### src/rtl/icache_refill_master_pkg.sv
// Shared definitions for the Icache refill master: TileLink-UL field
// encodings used on the A/D channels, the master's default source tag,
// the refill FSM state type and a line-alignment helper.
package icache_refill_master_pkg;

  localparam logic [2:0] TL_GET           = 3'd4;
  localparam logic [2:0] TL_ACCESSACKDATA = 3'd1;
  localparam logic [3:0] TL_SIZE_WORD     = 4'd2;
  localparam logic [4:0] SRC_ICACHE       = 5'b00010;

  typedef enum logic [1:0] {
    ST_IDLE,
    ST_REQ,
    ST_WAIT,
    ST_DONE
  } refill_state_e;

  // Line-aligned base of an address for a line of lw 32-bit words.
  function automatic logic [31:0] line_base(input logic [31:0] addr,
                                            input int unsigned lw);
    return addr & ~(32'(lw * 4) - 32'd1);
  endfunction

endpackage

### src/rtl/icache_refill_master_if.sv
// TileLink-UL style A/D channel bundle between the Icache refill master
// and the Icache-side SRAM bus slave.
//  master: drives A-channel request fields and D-channel ready
//  slave : drives A-channel ready and D-channel response fields
interface icache_refill_master_if;

  logic        aBitsValid;
  logic        aBitsReady;
  logic [31:0] aBitsAddress;
  logic [2:0]  aBitsOpcode;
  logic [3:0]  aBitsSize;
  logic [3:0]  aBitsMask;
  logic [31:0] aBitsData;
  logic [2:0]  aBitsParam;
  logic [4:0]  aBitsSource;
  logic        aBitsCorrupt;

  logic        dBitsValid;
  logic        dBitsReady;
  logic [2:0]  dBitsOpcode;
  logic [31:0] dBitsData;
  logic [4:0]  dBitsSource;
  logic        dBitsCorrupt;

  modport master (
    output aBitsValid, aBitsAddress, aBitsOpcode, aBitsSize, aBitsMask,
           aBitsData, aBitsParam, aBitsSource, aBitsCorrupt,
    input  aBitsReady,
    input  dBitsValid, dBitsOpcode, dBitsData, dBitsSource, dBitsCorrupt,
    output dBitsReady
  );

  modport slave (
    input  aBitsValid, aBitsAddress, aBitsOpcode, aBitsSize, aBitsMask,
           aBitsData, aBitsParam, aBitsSource, aBitsCorrupt,
    output aBitsReady,
    output dBitsValid, dBitsOpcode, dBitsData, dBitsSource, dBitsCorrupt,
    input  dBitsReady
  );

endinterface

### src/rtl/icache_refill_master_line_buffer.sv
// refill_line_buffer: LINE_WORDS x 32-bit line assembly registers.
//  clk, rst_n : clock, asynchronous active-low reset (clears all words)
//  i_we       : write strobe
//  i_idx      : word index to write
//  i_wdata    : word to write
//  o_flat     : whole line, word i at bits [32*i+31:32*i]
module refill_line_buffer #(
  parameter int unsigned LINE_WORDS = 4,
  localparam int unsigned CW = $clog2(LINE_WORDS)
) (
  input  logic                     clk,
  input  logic                     rst_n,
  input  logic                     i_we,
  input  logic [CW-1:0]            i_idx,
  input  logic [31:0]              i_wdata,
  output logic [LINE_WORDS*32-1:0] o_flat
);

  logic [31:0] r_mem [LINE_WORDS];

  always_ff @(posedge clk or negedge rst_n) begin
    if (!rst_n) begin
      for (int unsigned i = 0; i < LINE_WORDS; i++) r_mem[i] <= '0;
    end else if (i_we) begin
      r_mem[i_idx] <= i_wdata;
    end
  end

  always_comb begin
    o_flat = '0;
    for (int unsigned i = 0; i < LINE_WORDS; i++) o_flat[32*i +: 32] = r_mem[i];
  end

endmodule

### src/rtl/icache_refill_master.sv
// icache_refill_master: refills one Icache line with LINE_WORDS single-word
// Get requests, one outstanding at a time, and returns the assembled line.
//  clk, rst_n          : clock, asynchronous active-low reset
//  miss_valid/addr     : refill request from the Icache (accepted in IDLE)
//  miss_ready          : high only while idle
//  flush               : abandon the current refill (no fill delivered)
//  fill_valid          : one-cycle pulse when the line is complete
//  fill_addr/data      : line base address and line data (held until next miss)
//  fill_error          : qualifies fill_valid (corrupt, bad opcode, timeout)
//  bus                 : A/D channel master side
module icache_refill_master
  import icache_refill_master_pkg::*;
#(
  parameter int unsigned LINE_WORDS  = 4,
  parameter logic [4:0]  SOURCE_ID   = SRC_ICACHE,
  parameter int unsigned TIMEOUT_CYC = 64
) (
  input  logic                     clk,
  input  logic                     rst_n,
  input  logic                     miss_valid,
  input  logic [31:0]              miss_addr,
  output logic                     miss_ready,
  input  logic                     flush,
  output logic                     fill_valid,
  output logic [31:0]              fill_addr,
  output logic [LINE_WORDS*32-1:0] fill_data,
  output logic                     fill_error,
  icache_refill_master_if.master   bus
);

  localparam int unsigned CW  = $clog2(LINE_WORDS);
  localparam int unsigned WDW = (TIMEOUT_CYC > 2) ? $clog2(TIMEOUT_CYC) : 1;

  refill_state_e r_state, w_state_nxt;

  logic [31:0]   r_base;
  logic [CW-1:0] r_cnt;
  logic          r_err;
  logic          r_kill;
  logic [WDW-1:0] r_wdog;

  logic w_miss_take;
  logic w_accept;
  logic w_last;
  logic w_timeout;
  logic w_kill_any;

  assign w_miss_take = miss_valid && !flush;
  assign w_accept    = (r_state == ST_WAIT) && bus.dBitsValid
                       && (bus.dBitsSource == SOURCE_ID);
  assign w_last      = (r_cnt == CW'(LINE_WORDS - 1));
  assign w_timeout   = (r_wdog == WDW'(TIMEOUT_CYC - 1));
  // A flush arriving in the same cycle as the drained beat must already
  // steer the FSM to DONE, before r_kill has been registered.
  assign w_kill_any  = r_kill || flush;

  // State register
  always_ff @(posedge clk or negedge rst_n) begin
    if (!rst_n) r_state <= ST_IDLE;
    else        r_state <= w_state_nxt;
  end

  // Next-state logic
  always_comb begin
    w_state_nxt = r_state;
    unique case (r_state)
      ST_IDLE: if (w_miss_take) w_state_nxt = ST_REQ;
      ST_REQ: begin
        if (bus.aBitsReady) w_state_nxt = ST_WAIT;
        else if (flush)     w_state_nxt = ST_IDLE;
      end
      ST_WAIT: begin
        if (w_accept) begin
          if (w_last || w_kill_any) w_state_nxt = ST_DONE;
          else                      w_state_nxt = ST_REQ;
        end else if (w_timeout) begin
          w_state_nxt = ST_DONE;
        end
      end
      ST_DONE: w_state_nxt = ST_IDLE;
      default: w_state_nxt = ST_IDLE;
    endcase
  end

  // Output logic
  always_comb begin
    miss_ready     = 1'b0;
    bus.aBitsValid = 1'b0;
    bus.dBitsReady = 1'b0;
    fill_valid     = 1'b0;
    fill_error     = 1'b0;
    unique case (r_state)
      ST_IDLE: miss_ready     = 1'b1;
      ST_REQ:  bus.aBitsValid = 1'b1;
      ST_WAIT: bus.dBitsReady = 1'b1;
      ST_DONE: begin
        fill_valid = !r_kill;
        fill_error = r_err && !r_kill;
      end
      default: ;
    endcase
  end

  // Refill bookkeeping: base, word counter, error, kill and watchdog
  always_ff @(posedge clk or negedge rst_n) begin
    if (!rst_n) begin
      r_base <= '0;
      r_cnt  <= '0;
      r_err  <= 1'b0;
      r_kill <= 1'b0;
      r_wdog <= '0;
    end else begin
      unique case (r_state)
        ST_IDLE: begin
          if (w_miss_take) begin
            r_base <= line_base(miss_addr, LINE_WORDS);
            r_cnt  <= '0;
            r_err  <= 1'b0;
          end
        end
        ST_REQ: begin
          if (bus.aBitsReady) begin
            r_wdog <= '0;
            if (flush) r_kill <= 1'b1;
          end
        end
        ST_WAIT: begin
          r_wdog <= r_wdog + WDW'(1);
          if (flush) r_kill <= 1'b1;
          if (w_accept) begin
            if (bus.dBitsCorrupt || (bus.dBitsOpcode != TL_ACCESSACKDATA))
              r_err <= 1'b1;
            if (!w_last) r_cnt <= r_cnt + CW'(1);
          end else if (w_timeout) begin
            r_err <= 1'b1;
          end
        end
        ST_DONE: r_kill <= 1'b0;
        default: ;
      endcase
    end
  end

  refill_line_buffer #(.LINE_WORDS(LINE_WORDS)) u_line_buf (
    .clk    (clk),
    .rst_n  (rst_n),
    .i_we   (w_accept),
    .i_idx  (r_cnt),
    .i_wdata(bus.dBitsData),
    .o_flat (fill_data)
  );

  assign fill_addr = r_base;

  assign bus.aBitsAddress = r_base + {{(30 - CW){1'b0}}, r_cnt, 2'b00};
  assign bus.aBitsOpcode  = TL_GET;
  assign bus.aBitsSize    = TL_SIZE_WORD;
  assign bus.aBitsMask    = 4'b1111;
  assign bus.aBitsData    = '0;
  assign bus.aBitsParam   = '0;
  assign bus.aBitsSource  = SOURCE_ID;
  assign bus.aBitsCorrupt = 1'b0;

endmodule
### src/flat_wrapper.sv
// flat-port wrapper written by rule: the top's interface ports become plain ports
module icache_refill_master_flat import icache_refill_master_pkg::*;
#(
  parameter int unsigned LINE_WORDS  = 4,
  parameter logic [4:0]  SOURCE_ID   = SRC_ICACHE,
  parameter int unsigned TIMEOUT_CYC = 64
)
  (clk, rst_n, miss_valid, miss_addr, miss_ready, flush, fill_valid, fill_addr, fill_data, fill_error, bus_aBitsValid, bus_aBitsAddress, bus_aBitsOpcode, bus_aBitsSize, bus_aBitsMask, bus_aBitsData, bus_aBitsParam, bus_aBitsSource, bus_aBitsCorrupt, bus_aBitsReady, bus_dBitsValid, bus_dBitsOpcode, bus_dBitsData, bus_dBitsSource, bus_dBitsCorrupt, bus_dBitsReady);
  icache_refill_master_if bus_i ();
  input  logic clk;
  input  logic rst_n;
  input  logic miss_valid;
  input  logic [31:0] miss_addr;
  output logic miss_ready;
  input  logic flush;
  output logic fill_valid;
  output logic [31:0] fill_addr;
  output logic [LINE_WORDS*32-1:0] fill_data;
  output logic fill_error;
  output wire logic [$bits(bus_i.aBitsValid)-1:0] bus_aBitsValid;
  output wire logic [$bits(bus_i.aBitsAddress)-1:0] bus_aBitsAddress;
  output wire logic [$bits(bus_i.aBitsOpcode)-1:0] bus_aBitsOpcode;
  output wire logic [$bits(bus_i.aBitsSize)-1:0] bus_aBitsSize;
  output wire logic [$bits(bus_i.aBitsMask)-1:0] bus_aBitsMask;
  output wire logic [$bits(bus_i.aBitsData)-1:0] bus_aBitsData;
  output wire logic [$bits(bus_i.aBitsParam)-1:0] bus_aBitsParam;
  output wire logic [$bits(bus_i.aBitsSource)-1:0] bus_aBitsSource;
  output wire logic [$bits(bus_i.aBitsCorrupt)-1:0] bus_aBitsCorrupt;
  input wire logic [$bits(bus_i.aBitsReady)-1:0] bus_aBitsReady;
  input wire logic [$bits(bus_i.dBitsValid)-1:0] bus_dBitsValid;
  input wire logic [$bits(bus_i.dBitsOpcode)-1:0] bus_dBitsOpcode;
  input wire logic [$bits(bus_i.dBitsData)-1:0] bus_dBitsData;
  input wire logic [$bits(bus_i.dBitsSource)-1:0] bus_dBitsSource;
  input wire logic [$bits(bus_i.dBitsCorrupt)-1:0] bus_dBitsCorrupt;
  output wire logic [$bits(bus_i.dBitsReady)-1:0] bus_dBitsReady;
  assign bus_aBitsValid = bus_i.aBitsValid;
  assign bus_aBitsAddress = bus_i.aBitsAddress;
  assign bus_aBitsOpcode = bus_i.aBitsOpcode;
  assign bus_aBitsSize = bus_i.aBitsSize;
  assign bus_aBitsMask = bus_i.aBitsMask;
  assign bus_aBitsData = bus_i.aBitsData;
  assign bus_aBitsParam = bus_i.aBitsParam;
  assign bus_aBitsSource = bus_i.aBitsSource;
  assign bus_aBitsCorrupt = bus_i.aBitsCorrupt;
  assign bus_i.aBitsReady = bus_aBitsReady;
  assign bus_i.dBitsValid = bus_dBitsValid;
  assign bus_i.dBitsOpcode = bus_dBitsOpcode;
  assign bus_i.dBitsData = bus_dBitsData;
  assign bus_i.dBitsSource = bus_dBitsSource;
  assign bus_i.dBitsCorrupt = bus_dBitsCorrupt;
  assign bus_dBitsReady = bus_i.dBitsReady;
  icache_refill_master #(.LINE_WORDS(LINE_WORDS), .SOURCE_ID(SOURCE_ID), .TIMEOUT_CYC(TIMEOUT_CYC)) u_core (.clk(clk), .rst_n(rst_n), .miss_valid(miss_valid), .miss_addr(miss_addr), .miss_ready(miss_ready), .flush(flush), .fill_valid(fill_valid), .fill_addr(fill_addr), .fill_data(fill_data), .fill_error(fill_error), .bus(bus_i));
endmodule
### config.mk
export PLATFORM = sky130hd
export DESIGN_NAME = icache_refill_master_flat
export DESIGN_NICKNAME = d
export VERILOG_FILES = /design/src/rtl/icache_refill_master_pkg.sv /design/src/rtl/icache_refill_master_if.sv /design/src/rtl/icache_refill_master_line_buffer.sv /design/src/rtl/icache_refill_master.sv /design/src/flat_wrapper.sv
export SDC_FILE = /design/constraint.sdc
export NUM_CORES = 1
export LEC_CHECK = 0
export ABC_AREA = 1
export CORE_ASPECT_RATIO = 1.1
export CORE_MARGIN = 2
export CORE_UTILIZATION = 42
export DETAILED_ROUTE_END_ITERATION = 8
export PLACE_DENSITY = 0.9
export SLEW_MARGIN = 20
export SYNTH_ARGS = -nofsm -noshare
export SYNTH_HDL_FRONTEND = slang
export SYNTH_SLANG_ARGS = --single-unit
### constraint.sdc
create_clock -name clk -period 2 [get_ports clk]
set_input_delay 0.3 -clock clk [delete_from_list [all_inputs] [get_ports clk]]
set_output_delay 0.3 -clock clk [all_outputs]
set_load 0.05 [all_outputs]
==> impl_metrics.csv <==
group,metric,value,unit
worst_setup_path,max_stage_delay,0.83,ns
global_route,antenna_found_initial,0,
clock_tree,path_clk_slew,0.07,ns
sta,hold_viol_final,0,
floorplanning,die_w,128,microns
logic_synthesis,syn_area,0.00706,sq mm
logic_synthesis,synth_edf_count,0,
sta,clock.fmax,508,MHz
job,maxCapViolCount,0,
cells_and_area,stdcell_count,1153,
clock_tree,clock_sinks,168,
floorplanning,die_h,140,microns
logic_synthesis,yosysUniqueCellTypes,25,
cells_and_area,seqCellArea,0.00420,sq mm
drt,num_vias,5439,
worst_setup_path,worst-path-buf-inv,1,
cells_and_area,final_common_cell,"clkdlybuf4s50_1",
worst_setup_path,cp_top_family,"buffers and inverters",
cells_and_area,num_antenna_cells,0,
sta,tns,0,ns
worst_setup_path,cp-start-kind,"flop",
logic_synthesis,yosysWarnings,0,
power,p_leak,4.79,nW
run_status,status,"finished clean",
drt,first_pass_iters,5,
floorplanning,ios,328,
worst_setup_path,cp.required,1.70,ns
placement,io_buffers,265,
cells_and_area,final_cell_mix,"252 x clkdlybuf4s50_1, 168 x dfrtp_1, 160 x nand2_1",
drt,drt_wl_total,18100,microns
sta,fin_crit_sh,98.4,%
logic_synthesis,synth_top_flop_cell,"dfrtp_1",
worst_setup_path,worstPathMaxFanout,3,
floorplanning,start_util,42.9,%
worst_setup_path,critical-path-slowest-cell,"clkdlybuf4s50_1",
clock_tree,cts_setup_buffers,0,
global_route,grt-ovfl-total,0,
cells_and_area,num-fill-cells,1323,
logic_synthesis,avgSynthCellArea,10.1,sq um
global_route,grt_pass1_vias,5277,
worst_setup_path,crit_type,"reg -> out",
clock_tree,cts_buffer_depth,2,
worst_setup_path,path_cells,"clkdlybuf4s50_1",
cells_and_area,layout-drive-gt1-share,9.17,%
sta,finalSetupViolCount,0,
worst_setup_path,critPathCaptureType,"output port",
placement,placed_cells,1120,
sta,worst_pin_slew,0.595,ns
global_route,globalRouteTotalUtil,20.1,%
clock_tree,clkLatencyLatePin,0.41,ns
logic_synthesis,ys_ff_latch,168,
cells_and_area,nets,1020,
clock_tree,htree_levels,4,
sta,maxSlewHeadroom,60.2,%
worst_setup_path,worst_r2r_path_depth,9,
worst_setup_path,worstPathArrival,1.67,ns
placement,place_ws,0.156,ns
global_route,grt_max_degree,65,
logic_synthesis,syn_inst,698,
logic_synthesis,async_flop_share,100,%
clock_tree,cts_root_buf,"clkbuf_16",
drt,drc,0,
worst_setup_path,worst-path-stages,1,
logic_synthesis,yosysTopAreaCell,"dfrtp_1",
floorplanning,core,0.0164,sq mm
power,power.total,14.9,mW
clock_tree,cts_tree,"yes",
power,power_density,1470,mW/mm^2
sta,layout_setup_ws,0.0325,ns
cells_and_area,syn_to_final_growth,44.2,%
sta,period_needed,1.97,ns
sta,rsz0062_at_grt,"no",
floorplanning,rows,49,
power,peakVddDrop,0.00179,V
drt,drt-wirelength-per-cell,15.7,microns
logic_synthesis,synth_seq_area_share,59.6,%
placement,gp_congestion,0.837,
floorplanning,die_area,0.0179,sq mm
logic_synthesis,synthTopCellsByArea,"dfrtp_1 60%, buf_4 9.2%, o21ai_1 9.1%",
drt,drtIter0Drc,327,
hold_path,hold_class,"in -> async",
cells_and_area,fin_util,61.9,%
clock_tree,cts_buffers,17,
drt,drtAntennaViolNets,0,
cells_and_area,multi_input_area,0.00207,sq mm
logic_synthesis,synth.top_cell.area_share,59.6,%
drt,routed_via_density,4.72,
placement,hpwl,13300,microns
sta,drv_slew,0,
global_route,grt_pass1_wl,28000,microns
sta,finalClockSkew,0.00779,ns
## registers in the layout, summed over array words and instances, names as in the netlist
register,flops
u_core.fill_addr,28
u_core.r_cnt,2
u_core.r_err,1
u_core.r_kill,1
u_core.r_state,2
u_core.r_wdog,6
u_core.u_line_buf.o_flat,128
## power breakdown
part / switching, mW / internal, mW / leakage, nW
Sequential: 0.554 / 4.10 / 2.26
Combinational: 4.78 / 2.23 / 2.25
Clock: 1.36 / 1.89 / 0.282
Total: 6.69 / 8.22 / 4.79
## layout make-up
| class | count | share of cell area (%) |
|---|---|---|
| clock buffers | 19 | 4.35 |
| clock inverters | 13 | 1.41 |
| inverters | 52 | 1.94 |
| multi-input cells | 420 | 20.4 |
| flip-flops and latches | 168 | 41.3 |
| well taps | 204 | 2.51 |
| repair buffers | 277 | 28.1 |
## cell families after synthesis
| logic type | count (synthesis) | synth area share, % |
|---|---|---|
| simple gates | 186 | 10.6 |
| flops | 168 | 59.6 |
| buf+inv | 166 | 14.0 |
| compound gates | 142 | 10.2 |
| mux | 28 | 4.47 |
| fa+ha+maj | 5 | 0.887 |
| other cells | 2 | 0.106 |
| xor+xnor | 1 | 0.124 |
## synthesized netlist by cell type (all sizes together) (2+ instances only)
| cell | count |
|---|---|
| nand3 | 5 |
| nor2 | 13 |
| nor3 | 2 |
| dfrtp | 168 |
| mux2 | 28 |
| o21ai | 135 |
| nand2 | 166 |
| inv | 52 |
| conb | 2 |
| buf | 114 |
| a21oi | 3 |
| ha | 5 |
## metrics by stage
stage / hold slack (ns) / instance area (sq um)
final: 0.327 / 10200
after global placement: 0.189 / 9560
after global routing: 0.333 / 10200
after CTS: 0.316 / 10200
after floorplan: 0.00441 / 7270
after detailed placement: 0.191 / 9560
## routing by layer
metal  vias up  GRT usage (%)  part of all wire, %
met3        34           3.78                  4.7
met1      2633           24.3                   41
met2       195           34.9                   52
li1       2577              -                    -
met5         -              0                    0
met4         0           8.85                  3.1
## path summary, 6_finish.rpt
| kind | endpoint | startpoint | slack (ns) |
|---|---|---|---|
| max in group asynchronous | u_core.r_wdog[2] | rst_n | 1.03 |
| hold reg to reg | u_core.u_line_buf.o_flat[64] | u_core.u_line_buf.o_flat[64] | 0.49 |
| setup reg to reg | u_core.u_line_buf.o_flat[6] | u_core.r_state[0] | 0.40 |
| setup / recovery | fill_addr[8] | u_core.fill_addr[8] | 0.03 |
| hold / removal | u_core.u_line_buf.o_flat[114] | rst_n | 0.33 |
| min in group clk | u_core.u_line_buf.o_flat[64] | u_core.u_line_buf.o_flat[64] | 0.49 |
## what timing repair did
action	CTS	global route
gates resized for setup	1	5
setup endpoints to repair	1	5
endpoints found under the hold margin	25	0
hold buffers	1	0
Note: power is estimated with default switching activity, not from simulation.
